### src/rtl/request_unit.sv
// ---------------------------------------------------------------------------
// request_unit
//
// Memory request sequencer for the single-cycle MIPS datapath. Sits directly
// after the instruction decoder and decides, per instruction word, whether
// the core may commit this cycle (pc_en), must first run one data access,
// or has reached HALT.
//
// State table
//   state     | meaning
//   ----------+-------------------------------------------------------------
//   FETCH     | waiting for ihit; ALU ops commit on the ihit cycle
//   DATA      | one load/store in flight, request held until dhit
//   HALTED    | HALT retired; all requests off, only RST leaves
//
// Ports
//   CLK        in   system clock, rising edge
//   RST        in   synchronous active-high reset
//   cu_dREN    in   decoder: instruction is a load
//   cu_dWEN    in   decoder: instruction is a store
//   cu_halt    in   decoder: instruction is HALT
//   ihit       in   memory: instruction word valid this cycle
//   dhit       in   memory: data access completed this cycle
//   imemREN    out  instruction fetch request
//   dmemREN    out  data read request (registered)
//   dmemWEN    out  data write request (registered)
//   pc_en      out  commit enable for the current instruction
//   halt       out  sticky processor halt (registered)
//   instr_cnt  out  retired instruction count
//   stall_cnt  out  cycles spent waiting on memory
//
// Build option
//   REQUEST_UNIT_PERF_EN  when defined, instr_cnt/stall_cnt are saturating
//                         counters; otherwise they are tied to zero and no
//                         counter flops exist.
// ---------------------------------------------------------------------------
module request_unit #(
    parameter int CNT_W = 32
) (
    input  logic             CLK,
    input  logic             RST,
    input  logic             cu_dREN,
    input  logic             cu_dWEN,
    input  logic             cu_halt,
    input  logic             ihit,
    input  logic             dhit,
    output logic             imemREN,
    output logic             dmemREN,
    output logic             dmemWEN,
    output logic             pc_en,
    output logic             halt,
    output logic [CNT_W-1:0] instr_cnt,
    output logic [CNT_W-1:0] stall_cnt
);

    localparam logic [1:0] ST_FETCH  = 2'd0;
    localparam logic [1:0] ST_DATA   = 2'd1;
    localparam logic [1:0] ST_HALTED = 2'd2;

    logic [1:0] state;
    logic       dmem_ren_q;
    logic       dmem_wen_q;
    logic       halt_q;

    logic       in_fetch;
    logic       in_data;
    logic       is_mem_op;
    logic       alu_commit;
    logic       data_commit;

    always_comb begin
        in_fetch    = (state == ST_FETCH);
        in_data     = (state == ST_DATA);
        is_mem_op   = cu_dREN | cu_dWEN;
        // HALT outranks any load/store flags decoded alongside it.
        alu_commit  = in_fetch & ihit & ~cu_halt & ~is_mem_op;
        data_commit = in_data & dhit;
    end

    // Request/commit outputs. Reset masks the combinational ones at once so
    // nothing is fetched or committed while RST is held.
    always_comb begin
        imemREN = ~RST & (in_fetch | in_data);
        pc_en   = ~RST & (alu_commit | data_commit);
        dmemREN = dmem_ren_q;
        dmemWEN = dmem_wen_q;
        halt    = halt_q;
    end

    always_ff @(posedge CLK) begin
        if (RST) begin
            state      <= ST_FETCH;
            dmem_ren_q <= 1'b0;
            dmem_wen_q <= 1'b0;
            halt_q     <= 1'b0;
        end else begin
            case (state)
                ST_FETCH: begin
                    if (ihit) begin
                        if (cu_halt) begin
                            state  <= ST_HALTED;
                            halt_q <= 1'b1;
                        end else if (is_mem_op) begin
                            // Store wins on an illegal dual decode so the two
                            // data requests can never be high together.
                            state      <= ST_DATA;
                            dmem_wen_q <= cu_dWEN;
                            dmem_ren_q <= cu_dREN & ~cu_dWEN;
                        end
                    end
                end
                ST_DATA: begin
                    // The PC is held, so the same word stays decoded; only
                    // dhit matters here and there is deliberately no timeout.
                    if (dhit) begin
                        state      <= ST_FETCH;
                        dmem_ren_q <= 1'b0;
                        dmem_wen_q <= 1'b0;
                    end
                end
                ST_HALTED: begin
                    halt_q <= 1'b1;
                end
                default: begin
                    state      <= ST_FETCH;
                    dmem_ren_q <= 1'b0;
                    dmem_wen_q <= 1'b0;
                    halt_q     <= 1'b0;
                end
            endcase
        end
    end

`ifdef REQUEST_UNIT_PERF_EN
    localparam logic [CNT_W-1:0] CNT_MAX = {CNT_W{1'b1}};

    logic [CNT_W-1:0] instr_cnt_q;
    logic [CNT_W-1:0] stall_cnt_q;
    logic             count_active;

    // The HALT-detect cycle is still counted as a stall; counting stops once
    // the HALTED state is entered.
    always_comb begin
        count_active = ~RST & (state != ST_HALTED);
    end

    always_ff @(posedge CLK) begin
        if (RST) begin
            instr_cnt_q <= '0;
            stall_cnt_q <= '0;
        end else if (count_active) begin
            if (pc_en) begin
                if (instr_cnt_q != CNT_MAX) begin
                    instr_cnt_q <= instr_cnt_q + 1'b1;
                end
            end else begin
                if (stall_cnt_q != CNT_MAX) begin
                    stall_cnt_q <= stall_cnt_q + 1'b1;
                end
            end
        end
    end

    always_comb begin
        instr_cnt = instr_cnt_q;
        stall_cnt = stall_cnt_q;
    end
`else
    always_comb begin
        instr_cnt = '0;
        stall_cnt = '0;
    end
`endif

endmodule

### config.mk
export PLATFORM = sky130hd
export DESIGN_NAME = request_unit
export DESIGN_NICKNAME = d
export VERILOG_FILES = /design/src/rtl/request_unit.sv
export SDC_FILE = /design/constraint.sdc
export NUM_CORES = 1
export LEC_CHECK = 0
export BUFFER_PORTS_ARGS = -buffer_cell sky130_fd_sc_hd__buf_2
export CORE_ASPECT_RATIO = 1.2
export CORE_MARGIN = 10
export CORE_UTILIZATION = 37
export CTS_BUF_LIST = sky130_fd_sc_hd__clkbuf_16
export CTS_CLUSTER_SIZE = 8
export DETAILED_ROUTE_END_ITERATION = 7
export PLACE_DENSITY = 0.9
export RECOVER_POWER = 50
export SYNTH_ARGS = -nofsm -noshare
export SYNTH_HDL_FRONTEND = slang
export SYNTH_SLANG_ARGS = --single-unit
### constraint.sdc
create_clock -name CLK -period 2.65 [get_ports CLK]
set_clock_uncertainty 0.1 [all_clocks]
set_input_delay 0.795 -clock CLK [delete_from_list [all_inputs] [get_ports CLK]]
set_output_delay 0.795 -clock CLK [all_outputs]
set_load 0.005 [all_outputs]
==> metrics.csv <==
metric,value,unit
Final HPWL DP,1350,um
area of the multi-input gates,377,um2
top post-synthesis cells by count,"buf_4 (64), dfxtp_1 (5), nor2_1 (3)",
post-synth top area share,0.663,
dpl ws,0.226,ns
Slew Limit Fails,0,
CTS buffer count,3,
Vias,411,
DRC Markers,0,
CP required,1.76,ns
WL met1,432,um
Synth Flop Type,dfxtp_1,
Post-synth EDFFs,0,
DRT iter0 DRCs,3,
WHS Path Cells,2,
most common cell in the netlist,buf_4,
min cycle time layout,2.42,ns
met3 routed WL,278,um
critical path cell sequence,clkbuf_1 > nor4b_4 > a32oi_1 > nor2_1 > buf_2,
Max Fclk,0.413,GHz
GRT Overall Usage,0.0558,
worst skew pair latency,0.23,ns
vias per std cell,3.34,
startpoint types,input port,
Total Routed Length,1500,um
Post-CTS Hold Buffers,0,
Mapped Cells,90,
reg2reg setup slack,1.37,ns
Final Core Density,0.343,
CORE AREA,1850,um2
Setup TNS,0,ns
row count,17,
CP Class,input port to output pin,
Synth area leader,buf_4,
Antenna diodes,0,
Root Buffer,clkbuf_16,
# Post-CTS Setup Buffers,0,
share of cells above drive strength 1,0.144,
met2 wire len,755,um
Layout area overhead,-12.3,%
crit-path max cell delay,0.32,ns
status,completed,
synth unique cells,18,
"flops & latches, synth",5,
largest net degree at the start of global routing,9,
"Avg Cell Area, Syn",8.05,um2
"Seq/Total Area, Yosys",0.138,
async set or reset register ratio after synthesis,0,
Initial Util,0.391,
FF+latch area,100,um2
routed length per instance,12.2,um
chip height,68.5,um
maximum vdd drop,0.218,mV
maximum fanout along the worst path,5,
period utilization,0.915,
Area contributors post-synth,"buf_4 (66%), dfxtp_1 (14%), nor4b_4 (3.3%), nand3b_1 (2.1%), nor3b_2 (1.7%)",
hold slack,0.399,ns
PnR worst setup slack,0.226,ns
IO Port Bufs,11,
DR pass1 iterations,3,
clock sink count,5,
Top Metal Used,met4,
Worst Hold Class,register to register,
"Max stage delay cell, worst path",nor4b_4,
Hold Startpoint,dmemWEN,
clock-pin slew on the worst setup and hold paths,0.03,ns
initial antenna violation count,0,
Setup crit end kind,output pin,
RSZ-0062 raised after global routing,false,
P_leak,0.372,nW
setup violators final,0,
R2R depth,3,
number of global-route vias before repair,408,
pwr dens,604,nW/um2
grt ovf,0,
Post-CTS Resized,0,
DIE AREA,4140,um2
reg-to-reg startpoint,state[0],
die width,60.4,um
clk buf depth,2,
WHS Endpoint,dmemWEN,
max_cap viols,0,
Final #Nets,112,
Fillers,213,
H-tree levels,1,
Mapped Area,724,um2
Fin. Hold Viols,0,
GP Congestion,0.736,
I/O pins,76,
Routed Antenna Nets,0,
WP data arrival,1.53,ns
first-pass GRT wire length,1730,um
r2r endpoint,dmemREN,
synthesis warning total,0,
CTS tree,done,
-- cell type report --
| class | count | share of cell area |
|---|---|---|
| Clock inverter | 1 | 0.00591 |
| Sequential cell | 5 | 0.157 |
| Clock buffer | 3 | 0.118 |
| Tap cell | 19 | 0.0374 |
| Inverter | 1 | 0.00591 |
| Timing Repair Buffer | 11 | 0.0827 |
| Multi-Input combinational cell | 83 | 0.593 |
-- logic make-up after synthesis --
group / synth area share
AND/OR/NAND/NOR: 0.117
other: 0.00518
buffers and inverters: 0.668
AO/OA/AOI/OAI: 0.0708
flip-flops: 0.138
-- per-stage QoR --
step | cell area, um2 | power [mW] | std cells
final | 636 | 0.384 | 123
after global routing | 636 | 0.402 | 123
after floorplan | 961 | 0.189 | 153
after global placement | 559 | 0.135 | 119
after CTS | 638 | 0.385 | 123
after detailed placement | 559 | 0.136 | 119
-- how the worst max path moves through the flow --
stage / cells past startpoint / start / to
after global placement: 5 / cu_halt / pc_en
after CTS: 5 / cu_halt / pc_en
final: 5 / cu_halt / pc_en
after global routing: 5 / cu_halt / pc_en
after floorplan: 3 / cu_halt / pc_en
after detailed placement: 5 / cu_halt / pc_en
-- worst max-delay path, delay by kind of cell --
kind / cells / cell delay, ns
buf+inv: 2 / 0.23
simple gates: 2 / 0.42
compound gates: 1 / 0.09
-- power breakdown --
group          internal, mW  switching (mW)
Combinational        0.0149          0.0395
Clock                 0.195          0.0487
Sequential           0.0808         0.00453
-- layer usage --
metal | GRT usage | up-vias
li1 | - | 187
met1 | 0.0543 | 179
met2 | 0.0889 | 42
met3 | 0.0278 | 3
met4 | 0.0421 | 0
met5 | 0 | -
-- state kept, by name, summed over array words and instances, names as in the netlist --
| name | cells |
|---|---|
| dmemREN | 1 |
| halt | 1 |
| state | 2 |
| dmemWEN | 1 |
-- cells in the final DEF (no fill, tap or decap) --
cell type	synthesis	final
nor2b_1	1	1
a21oi_1	2	2
and2_2	1	1
clkbuf_16	0	3
dfxtp_1	5	5
clkbuf_1	0	2
nor3b_2	1	1
o21ai_0	2	2
nand2_1	1	1
buf_2	0	9
a32oi_1	1	1
nand3b_1	2	2
o2bb2ai_1	1	1
nor3_1	1	1
o22ai_1	1	1
inv_1	1	2
nor4b_4	1	1
a22oi_1	1	1
conb_1	1	64
nor2_1	3	3
No activity file was read; power rests on OpenSTA's default activity.
